### config.mk
export PLATFORM = sky130hd
export DESIGN_NAME = universal_shift_register
export DESIGN_NICKNAME = d
export VERILOG_FILES = /design/src/rtl/universal_shift_register.sv
export SDC_FILE = /design/constraint.sdc
export NUM_CORES = 1
export LEC_CHECK = 0
export ABC_AREA = 1
export CAP_MARGIN = 20
export CORE_MARGIN = 3
export CORE_UTILIZATION = 47
export DETAILED_ROUTE_END_ITERATION = 16
export HOLD_SLACK_MARGIN = 0.12
export PLACE_DENSITY_LB_ADDON = 0.25
export SKIP_CTS_REPAIR_TIMING = 1
export SLEW_MARGIN = 30
export SYNTH_ARGS = -nofsm -noshare
export SYNTH_HDL_FRONTEND = slang
export SYNTH_SLANG_ARGS = --single-unit
### constraint.sdc
create_clock -name clk -period 1.7 [get_ports clk]
set_input_delay 0.425 -clock clk [delete_from_list [all_inputs] [get_ports clk]]
set_output_delay 0.425 -clock clk [all_outputs]
set_load 0.01 [all_outputs]
### src/rtl/universal_shift_register.sv
// Universal WIDTH-bit shift register with serial taps and a frame counter for serialise/deserialise use.
// Optional registered parity output when USR_PARITY_EN is defined.
module universal_shift_register #(
  parameter int               WIDTH     = 8,
  parameter logic [WIDTH-1:0] RESET_VAL = '0,
  localparam int              CW        = (WIDTH > 2) ? $clog2(WIDTH) : 1
) (
  input  logic             clk,
  input  logic             rst_n,
  input  logic             en,
  input  logic [2:0]       mode,
  input  logic [WIDTH-1:0] din,
  input  logic             sin_l,
  input  logic             sin_r,
  output logic [WIDTH-1:0] dout,
  output logic             sout_msb,
  output logic             sout_lsb,
  output logic [CW-1:0]    shift_cnt,
  output logic             frame_done
`ifdef USR_PARITY_EN
  ,
  output logic             parity
`endif
);

  typedef enum logic [2:0] {
    M_HOLD = 3'b000,
    M_SHL  = 3'b001,
    M_SHR  = 3'b010,
    M_ROL  = 3'b011,
    M_ROR  = 3'b100,
    M_LOAD = 3'b101,
    M_CLR  = 3'b110,
    M_ASR  = 3'b111
  } mode_e;

  localparam logic [CW-1:0] LAST = CW'(WIDTH - 1);

  logic [WIDTH-1:0] dout_nxt;
  logic             is_shift;
  logic             new_frame;

  always_comb begin
    dout_nxt  = dout;
    is_shift  = 1'b0;
    new_frame = 1'b0;
    case (mode_e'(mode))
      M_HOLD: dout_nxt = dout;
      M_SHL:  begin dout_nxt = {dout[WIDTH-2:0], sin_r};        is_shift = 1'b1; end
      M_SHR:  begin dout_nxt = {sin_l, dout[WIDTH-1:1]};        is_shift = 1'b1; end
      M_ROL:  begin dout_nxt = {dout[WIDTH-2:0], dout[WIDTH-1]}; is_shift = 1'b1; end
      M_ROR:  begin dout_nxt = {dout[0], dout[WIDTH-1:1]};      is_shift = 1'b1; end
      M_LOAD: begin dout_nxt = din;                             new_frame = 1'b1; end
      M_CLR:  begin dout_nxt = '0;                              new_frame = 1'b1; end
      M_ASR:  begin dout_nxt = {dout[WIDTH-1], dout[WIDTH-1:1]}; is_shift = 1'b1; end
      default: dout_nxt = dout;
    endcase
  end

  // Counter tracks shift operations regardless of direction; LOAD/CLEAR restart the frame.
  always_ff @(posedge clk or negedge rst_n) begin
    if (!rst_n) begin
      dout       <= RESET_VAL;
      shift_cnt  <= '0;
      frame_done <= 1'b0;
    end else if (!en) begin
      frame_done <= 1'b0;
    end else begin
      dout <= dout_nxt;
      if (is_shift) begin
        if (shift_cnt == LAST) begin
          shift_cnt  <= '0;
          frame_done <= 1'b1;
        end else begin
          shift_cnt  <= shift_cnt + CW'(1);
          frame_done <= 1'b0;
        end
      end else begin
        if (new_frame) shift_cnt <= '0;
        frame_done <= 1'b0;
      end
    end
  end

`ifdef USR_PARITY_EN
  always_ff @(posedge clk or negedge rst_n) begin
    if (!rst_n)  parity <= ^RESET_VAL;
    else if (en) parity <= ^dout_nxt;
  end
`endif

  assign sout_msb = dout[WIDTH-1];
  assign sout_lsb = dout[0];

endmodule

==> results of run 1 <==
==> path summary, 6_finish.rpt <==
kind | end
worst max-delay path | sout_lsb
worst min-delay path | frame_done
worst max register to register | shift_cnt[0]
worst min register to register | shift_cnt[1]
max in group asynchronous | dout[5]
min in group clk | shift_cnt[1]
==> cell usage in the layout (no fill, tap or decap) <==
cell,count
a21boi_1,1
o21ai_1,1
nand4_1,2
clkbuf_8,1
nand2_1,40
nand3_2,2
nand3_1,15
nand2_2,1
clkdlybuf4s50_1,29
nor2_2,1
buf_4,8
inv_1,19
o21ai_0,2
clkbuf_4,3
nand2_4,3
dfrtp_1,12
nor2_1,17
ha_1,2
inv_2,3
nor3_4,1
==> state kept, by name (all words and copies together) (netlist names) <==
register    cells
dout            8
shift_cnt       3
frame_done      1
==> area by class of cell <==
type,instances,area (um2)
multi-input combinational,88,432
fill,123,380
timing repair buffer,37,350
sequential,12,300
inverter,22,82.6
clock buffer,4,36.3
tap,24,30.0
==> routing by layer <==
layer | share of wire [%] | vias up | global-route usage, % | routed length, um
met5 | 0 | - | 0 | 0
met4 | 1.7 | 0 | 12.3 | 34
met3 | 5.9 | 4 | 4.60 | 119
met2 | 50 | 27 | 33.0 | 1000
met1 | 43 | 410 | 25.0 | 862
li1 | - | 456 | - | -
==> per-stage QoR <==
step	std cells	setup WS [ns]	TNS, ns	utilization [%]
floorplan	126	0.515	0	-
detailed placement	182	-0.0551	-0.316	73.7
finish	187	0.0457	0	76.4
CTS	186	0.0258	0	75.9
global placement	182	-0.0574	-0.244	73.7
global route	187	0.00737	0	76.4
==> power groups by stage <==
stage / sequential, mW / combinational (mW) / clock [mW]
2_1_floorplan: 0.396 / 0.170 / 0
3_3_place_gp: 0.378 / 0.367 / 0
3_5_place_dp: 0.379 / 0.377 / 0
4_1_cts: 0.374 / 0.381 / 0.239
5_1_grt: 0.380 / 0.430 / 0.248
6_report: 0.373 / 0.383 / 0.230
==> cells by family (layout without fill, tap and decap cells) <==
logic type | after synthesis | after routing
buf+inv | 26 | 63
simple gates | 82 | 82
compound gates | 4 | 4
fa+ha+maj | 2 | 2
flops | 12 | 12
==> results.md, run 1 <==
- Status: finished, final reports clean
- Largest net degree at the start of global routing: 16
- Vias per inst: 4.80
- Post-synthesis simple-gate area fraction: 45.1%
- Post-synth EDFFs: 0
- Most frequent cells after synthesis: nand2_1, inv_1, nor2_1
- Cell row count: 14
- Family with the most delay on the worst path: buffers and inverters
- Die W: around 50 um
- Asr flop ratio synth: 100%
- WL final: 2020 um
- Top-count cell post-synth: nand2_1
- Pwr dens: 801 mW/mm2
- Clock root buffer: clkbuf_4
- Area of the core: between 0.0015 and 0.002 mm2
- Buf/Inv on CP: 1
- Layout cells sized above 1: 14.1%
- GR Overflow Total: 0
- Worst setup EP type: primary output
- Sequential-to-total area share from yosys stat: a little over a third
- Final hold violation count: 0
- Final min period: 1.65 ns
- Min-Delay Path Class: input port to asynchronous set/reset pin
- Fmax: 604 MHz
- GRT Total Usage: 20.5%
- Top cell type by total area after synthesis: dfrtp_1
- DR vias: between 800 and 900
- Worst path slowest cell: clkdlybuf4s50_1
- Crit-path max FO: 4
- Die Ht: 48.6 um
- Worst setup SP type: flip-flop
- Ys flop type: dfrtp_1
- GPL Wtd Cong: 0.837
- DP HPWL: between 1500 and 2000 um
- CP Cell Sequence: clkdlybuf4s50_1
- FF-to-FF Start: shift_cnt[0]
- Sw Ratio: 32.7%
- IO Pins: 30
- Slew Limit Headroom: 80.4%
- Area Overhead vs Synth: 44.5%
- CTS Buffer Depth: 2
- Starting Density: 52.9%
- WP depth: 1
- Crit path from: dout[0]
- Reg power frac: 37.8%
- Main combinational cell family by area after synthesis: simple AND/OR/NAND/NOR gates
- Period Utilization, post-route: 97.3%
- Clock Latency Late Sink: 0.27 ns
- Final Power: 0.986 mW
- DRC: 0
- RSZ-0062 raised after global routing: no
- DR WL/cell: between 10 and 15 um
- # port buffers: 29
- Count of final setup violators: 0
- Post-layout instance area: 0.00123 mm2
- Drt initial violations: 15
- Leading post-synthesis cells by cell area: dfrtp_1, nand2_1, nand3_1
- FF-to-FF setup slack: ~0.38 ns
- Die area: 0.00236 mm2
- Cells after Synth: 126
- Number of distinct library cells after synthesis: 18
- Final hold slack: around 0.44 ns
- H-tree levels: 1
- Syn_area_per_cell: 6.76 um2
- Critical Setup Path Class: flip-flop to primary output
- Leak pwr: 0.665 nW
- Crit-path max cell delay: 0.56 ns
- Synthesized area: 852 um2
- Internal power: 0.664 mW
- TritonCTS clock tree: yes
- Max Transition Viols Final: 0
- Drt pass-1 iters: 4
- Worst vdd ir: between 0.0007 and 0.0008 V
- Vias in the first global route: 884
- Yosys top cell area share: 35.2%
- Combinational Power Share: approximately two fifths
- Routed Antenna Nets: 0
- Mux cell area share after synthesis: 0%
- #FFs+latches synth: 12
- CTS buffer count: 3
- Max cap viols: 0
- N_diodes: 0
- Xor and xnor area share after synthesis: 0%
- Worst endpoint required time: 1.27 ns
- Fin nets: between 150 and 200
- Complex-gate fraction of the synthesized area: 2.64%
- Worst-margin pin slew: about 0.29 ns
- Initial antenna violation count: 0
- Clock power frac: 23.3%
- Sink Count: 12
- Post-Synth Adder-Cell Area: 2.94%
- CTS clk-pin slew, worst paths: 0.08 ns
- Max Clock Skew: 0.00177 ns
- Post-synthesis net count: 144
- Yosys warns: 0
- Switching power: 0.322 mW
- Cell Area, Placed: 0.00119 mm2
- R2R depth: 6
- Crit path DAT: 1.23 ns
- First-pass GRT wire length: 3810 um
(Power assumes the default switching activity.)
==> run 2, diff against run 1 <==
CORE_MARGIN = 1   (was 3)
==> results.md, run 2 (same netlist as run 1, synthesis figures left out) <==
- Status: finished, final reports clean (unchanged)
- Initial antenna violation count: 0 (unchanged)
- Buf/Inv on CP: 1 (unchanged)
- Min-Delay Path Class: input port to asynchronous set/reset pin (unchanged)
- WL final: 2170 um (was 2020 um)
- Worst vdd ir: 0.000538 V (was 0.000726 V)
- Largest net degree at the start of global routing: 15 (was 16)
- Period Utilization, post-route: 98.0% (was 97.3%)
- Final hold violation count: 0 (unchanged)
- DR vias: 908 (was 897)
- # port buffers: 29 (unchanged)
- Worst setup EP type: primary output (unchanged)
- Worst-margin pin slew: 0.311 ns (was 0.292 ns)
- Vias per inst: 4.86 (was 4.80)
- CTS clk-pin slew, worst paths: 0.09 ns (was 0.08 ns)
- FF-to-FF End: shift_cnt[2] (was shift_cnt[0])
- TritonCTS clock tree: yes (unchanged)
- GRT Total Usage: 24.3% (was 20.5%)
- Crit path DAT: 1.24 ns (was 1.23 ns)
- Commonest non-fill, non-tap cell in the layout: nand2_1 (unchanged)
- Worst path slowest cell: clkdlybuf4s50_1 (unchanged)
- Family with the most delay on the worst path: buffers and inverters (unchanged)
- Critical Setup Path Class: flip-flop to primary output (unchanged)
- Regs by FF count: dout (8), shift_cnt (3), frame_done (1) (unchanged)
- PnR worst setup slack: 0.0335 ns (was 0.0457 ns)
- Leak pwr: 0.682 nW (was 0.665 nW)
- Layout cells sized above 1: 13.6% (was 14.1%)
- GR Overflow Total: 0 (unchanged)
- Crit-path max FO: 3 (was 4)
- Count of final setup violators: 0 (unchanged)
- Sink Count: 12 (unchanged)
- Worst endpoint required time: 1.27 ns (about the same)
- Pre-CTS setup slack: -0.0753 ns (was -0.0551 ns)
- Post-route non-filler standard cell count: 187 (unchanged)
- DR WL/cell: 11.6 um (was 10.8 um)
- Worst setup SP type: flip-flop (unchanged)
- GPL Wtd Cong: 0.830 (was 0.837)
- First-pass GRT wire length: 3460 um (was 3810 um)
- H-tree levels: 1 (unchanged)
- Clock root buffer: clkbuf_4 (unchanged)
- Drt initial violations: 22 (was 15)
- CTS buffer count: 3 (unchanged)
- Most flops, register: dout (unchanged)
- Cell Area, Placed: 0.00117 mm2 (was 0.00119 mm2)
- Vias in the first global route: 820 (was 884)
- Largest register FFs: 8 (unchanged)
- CP Cell Sequence: clkdlybuf4s50_1 (unchanged)
- Crit-path max cell delay: 0.55 ns (was 0.56 ns)
- R2R depth: 4 (was 6)
- FF-to-FF Start: shift_cnt[0] (unchanged)
- Post-layout instance area: 0.00123 mm2 (about the same)
- Die Ht: 44.6 um (was 48.6 um)
- Final hold slack: 0.417 ns (was 0.445 ns)
- Fin nets: 181 (was 182)
- Starting Density: 49.9% (was 52.9%)
- Max Clock Skew: 0.00873 ns (was 0.00177 ns)
- Max cap viols: 0 (unchanged)
- Routed Antenna Nets: 0 (unchanged)
- Clock Latency Late Sink: 0.29 ns (was 0.27 ns)
- Cell row count: 15 (was 14)
- Slew Limit Headroom: 79.2% (was 80.4%)
- IO Pins: 30 (unchanged)
- Fmax: 600 MHz (was 604 MHz)
- Area of the core: 0.00171 mm2 (was 0.00161 mm2)
- Pwr dens: 817 mW/mm2 (was 801 mW/mm2)
- Max Transition Viols Final: 0 (unchanged)
- Drt pass-1 iters: 4 (unchanged)
- N_diodes: 0 (unchanged)
- DP Cell Count: 181 (was 182)
- Die area: 0.00199 mm2 (was 0.00236 mm2)
- Final Power: 1.01 mW (was 0.986 mW)
- Area Overhead vs Synth: 44.3% (was 44.5%)
- DRC: 0 (unchanged)
- Most frequent cells in the layout: nand2_1, clkdlybuf4s50_1, inv_1 (unchanged)
- DP HPWL: 1610 um (was 1550 um)
- Die W: 44.6 um (was 48.6 um)
- Final min period: 1.67 ns (was 1.65 ns)
- FF-to-FF setup slack: 0.54 ns (was 0.38 ns)
- CTS Buffer Depth: 2 (unchanged)
==> run 2: cell types whose count changed in the layout (fill, tap and decap cells not counted) <==
cell	before	now
dlymetal6s2s_1	0	2
clkdlybuf4s50_1	29	27
buf_4	8	7
==> run 2: worst max path at each step <==
stage	startpoint	endpoint	depth (start not counted)
after floorplan	mode[1]	dout[1]	8
after global placement	mode[1]	dout[1]	7
after detailed placement	mode[1]	dout[3]	7
after CTS	dout[0]	dout[0]	1
after global routing	dout[0]	dout[0]	1
final	dout[0]	dout[0]	1
==> run 2: per-layer routing <==
metal,share of wire (%),global-route usage (%),up-vias,wire [um]
li1,-,-,456,-
met4,1.3,7.88,0,29
met2,51,42.1,37,1110
met5,0,0,-,0
met1,41,29.2,410,889
met3,6.5,6.53,5,141
==> run 2: final cells by class <==
type	count	area, um2
flip-flops and latches	12	300
clock buffers	4	36.3
inverters	22	82.6
repair buffers	36	348
well taps	25	31.3
fillers	146	478
multi-input cells	88	432
==> run 2: where the power goes <==
group / internal [mW] / switching, mW
combinational: 0.203 / 0.186
sequential: 0.332 / 0.0380
clock: 0.131 / 0.115
==> run 2: per-stage QoR <==
stage                     util [%]  setup TNS (ns)
after floorplan                  -               0
after global placement        68.7          -0.316
after detailed placement      68.7          -0.540
after CTS                     70.8        -0.00902
after global routing          72.0        -0.00988
final                         72.0               0
==> run 3, diff against run 2 <==
PLACE_DENSITY = 0.83   (was unset)
PLACE_DENSITY_LB_ADDON = unset   (was 0.25)
==> results.md, run 3 (same netlist as run 1, synthesis figures left out) <==
- Crit-path max FO: 4 (was 3)
- Fin nets: 186 (was 181)
- Post-route non-filler standard cell count: 192 (was 187)
- Vias in the first global route: 950 (was 820)
- CTS clk-pin slew, worst paths: 0.09 ns (about the same)
- Internal power: 0.673 mW (was 0.666 mW)
- WL final: 2250 um (was 2170 um)
- Switching power: 0.347 mW (was 0.340 mW)
- Fmax: 602 MHz (was 600 MHz)
- CTS Buffer Depth: 2 (unchanged)
- Slew Limit Headroom: 63.0% (was 79.2%)
- DP HPWL: 1700 um (was 1610 um)
- GRT met3 Usage: 6.94% (was 6.53%)
- GRT Total Usage: 25.3% (was 24.3%)
- Grt peak-use layer: met2 (unchanged)
- Cell row count: 15 (unchanged)
- IO Pins: 30 (unchanged)
- Worst endpoint required time: 1.27 ns (about the same)
- Reg power frac: 36.7% (was 36.9%)
- Largest net degree at the start of global routing: 16 (was 15)
- CTS buffer count: 3 (unchanged)
- DR vias: 936 (was 908)
- Critical Setup Path Class: flip-flop to primary output (unchanged)
- Clock root buffer: clkbuf_4 (unchanged)
- Most flops, register: dout (unchanged)
- Starting Density: 49.9% (unchanged)
- Final hold violation count: 0 (unchanged)
- Status: finished, final reports clean (unchanged)
- Period Utilization, post-route: 97.8% (was 98.0%)
- GPL Wtd Cong: 0.846 (was 0.830)
- N_diodes: 0 (unchanged)
- DR WL/cell: 11.7 um (was 11.6 um)
- DRC: 0 (unchanged)
- Die Ht: 44.6 um (unchanged)
- DP Cell Count: 184 (was 181)
- Drt pass-1 iters: 4 (unchanged)
- Max cap viols: 0 (unchanged)
- Family with the most delay on the worst path: buffers and inverters (unchanged)
- Routed Antenna Nets: 0 (unchanged)
- H-tree levels: 1 (unchanged)
- Min-Delay Path Class: input port to asynchronous set/reset pin (unchanged)
- Area Overhead vs Synth: 49.6% (was 44.3%)
- Crit-path max cell delay: 0.56 ns (was 0.55 ns)
- Commonest non-fill, non-tap cell in the layout: nand2_1 (unchanged)
- FF-to-FF Start: shift_cnt[0] (unchanged)
- Worst setup EP type: primary output (unchanged)
- Regs by FF count: dout (8), shift_cnt (3), frame_done (1) (unchanged)
- Most frequent cells in the layout: nand2_1, clkdlybuf4s50_1, inv_1 (unchanged)
- Initial antenna violation count: 0 (unchanged)
- Max Clock Skew: 0.00976 ns (was 0.00873 ns)
- Area of the core: 0.00171 mm2 (unchanged)
- Sink Count: 12 (unchanged)
- Worst-margin pin slew: 0.554 ns (was 0.311 ns)
- Cell Area, Placed: 0.00120 mm2 (was 0.00117 mm2)
- # port buffers: 29 (unchanged)
- Post-layout instance area: 0.00127 mm2 (was 0.00123 mm2)
- First-pass GRT wire length: 3630 um (was 3460 um)
- FF-to-FF setup slack: 0.44 ns (was 0.54 ns)
- Worst path slowest cell: clkdlybuf4s50_1 (unchanged)
- Total Neg Setup Slack: 0 ns (unchanged)
- Combinational Power Share: 39.4% (was 38.7%)
- Worst vdd ir: 0.000475 V (was 0.000538 V)
- FF-to-FF End: shift_cnt[0] (was shift_cnt[2])
- Clock Latency Late Sink: 0.29 ns (about the same)
- Clock power frac: 23.9% (was 24.5%)
- M1 GR Usage: 25.4% (was 29.2%)
- Sw Ratio: 34.0% (was 33.8%)
- Finished Core Util: 74.7% (was 72.0%)
- Worst setup SP type: flip-flop (unchanged)
- Layout cells sized above 1: 16.2% (was 13.6%)
- GR Overflow Total: 0 (unchanged)
- RSZ-0062 raised after global routing: no
- Drt initial violations: 37 (was 22)
- Die area: 0.00199 mm2 (unchanged)
- CP Cell Sequence: clkdlybuf4s50_1 (unchanged)
- TritonCTS clock tree: yes (unchanged)
- Largest register FFs: 8 (unchanged)
- Die W: 44.6 um (unchanged)
- Pwr dens: 800 mW/mm2 (was 817 mW/mm2)
- Fill cells: 123 (was 146)
- Crit path DAT: 1.24 ns (about the same)
- Max Transition Viols Final: 0 (unchanged)
- Vias per inst: 4.88 (was 4.86)
- R2R depth: 6 (was 4)
- Count of final setup violators: 0 (unchanged)
- Final min period: 1.66 ns (was 1.67 ns)
- Leak pwr: 0.733 nW (was 0.682 nW)
- Buf/Inv on CP: 1 (unchanged)
- Grt met2 use: 44.1% (was 42.1%)
## run 3: power by group through the flow
stage	clock, mW	sequential, mW	combinational, mW
final	0.244	0.374	0.402
after CTS	0.241	0.376	0.382
after global routing	0.258	0.380	0.447
after global placement	0	0.378	0.365
after floorplan	0	0.396	0.170
after detailed placement	0	0.380	0.380
## run 3: layer usage
metal | vias up | part of all wire, %
li1 | 462 | -
met4 | 0 | 4.1
met1 | 430 | 41
met2 | 31 | 50
met5 | - | 0
met3 | 13 | 5.0
## run 3: worst max-delay path by stage
stage	startpoint	end	slack, ns	depth (start not counted)
finish	shift_cnt[0]	shift_cnt[0]	0.04	1
global route	shift_cnt[0]	shift_cnt[0]	0.01	1
CTS	dout[0]	sout_lsb	0.02	1
detailed placement	mode[0]	dout[0]	-0.11	8
global placement	mode[0]	dout[2]	-0.06	8
floorplan	mode[1]	dout[1]	0.52	8
## run 3: final cells by class
class / instances / area [um2] / area share (%)
Clock buffer: 4 / 36.3 / 2.85
Inverter: 22 / 82.6 / 6.48
Timing Repair Buffer: 41 / 393 / 30.8
Sequential cell: 12 / 300 / 23.6
Multi-Input combinational cell: 88 / 432 / 33.9
Tap cell: 25 / 31.3 / 2.45
## run 3: per-stage QoR
step | hold WS (ns) | worst slack [ns] | power (mW)
finish | 0.485 | 0.0380 | 1.02
global route | 0.519 | 0.0115 | 1.08
CTS | 0.514 | 0.0197 | 0.998
detailed placement | 0.506 | -0.114 | 0.759
global placement | 0.502 | -0.0571 | 0.743
floorplan | 0.129 | 0.515 | 0.566
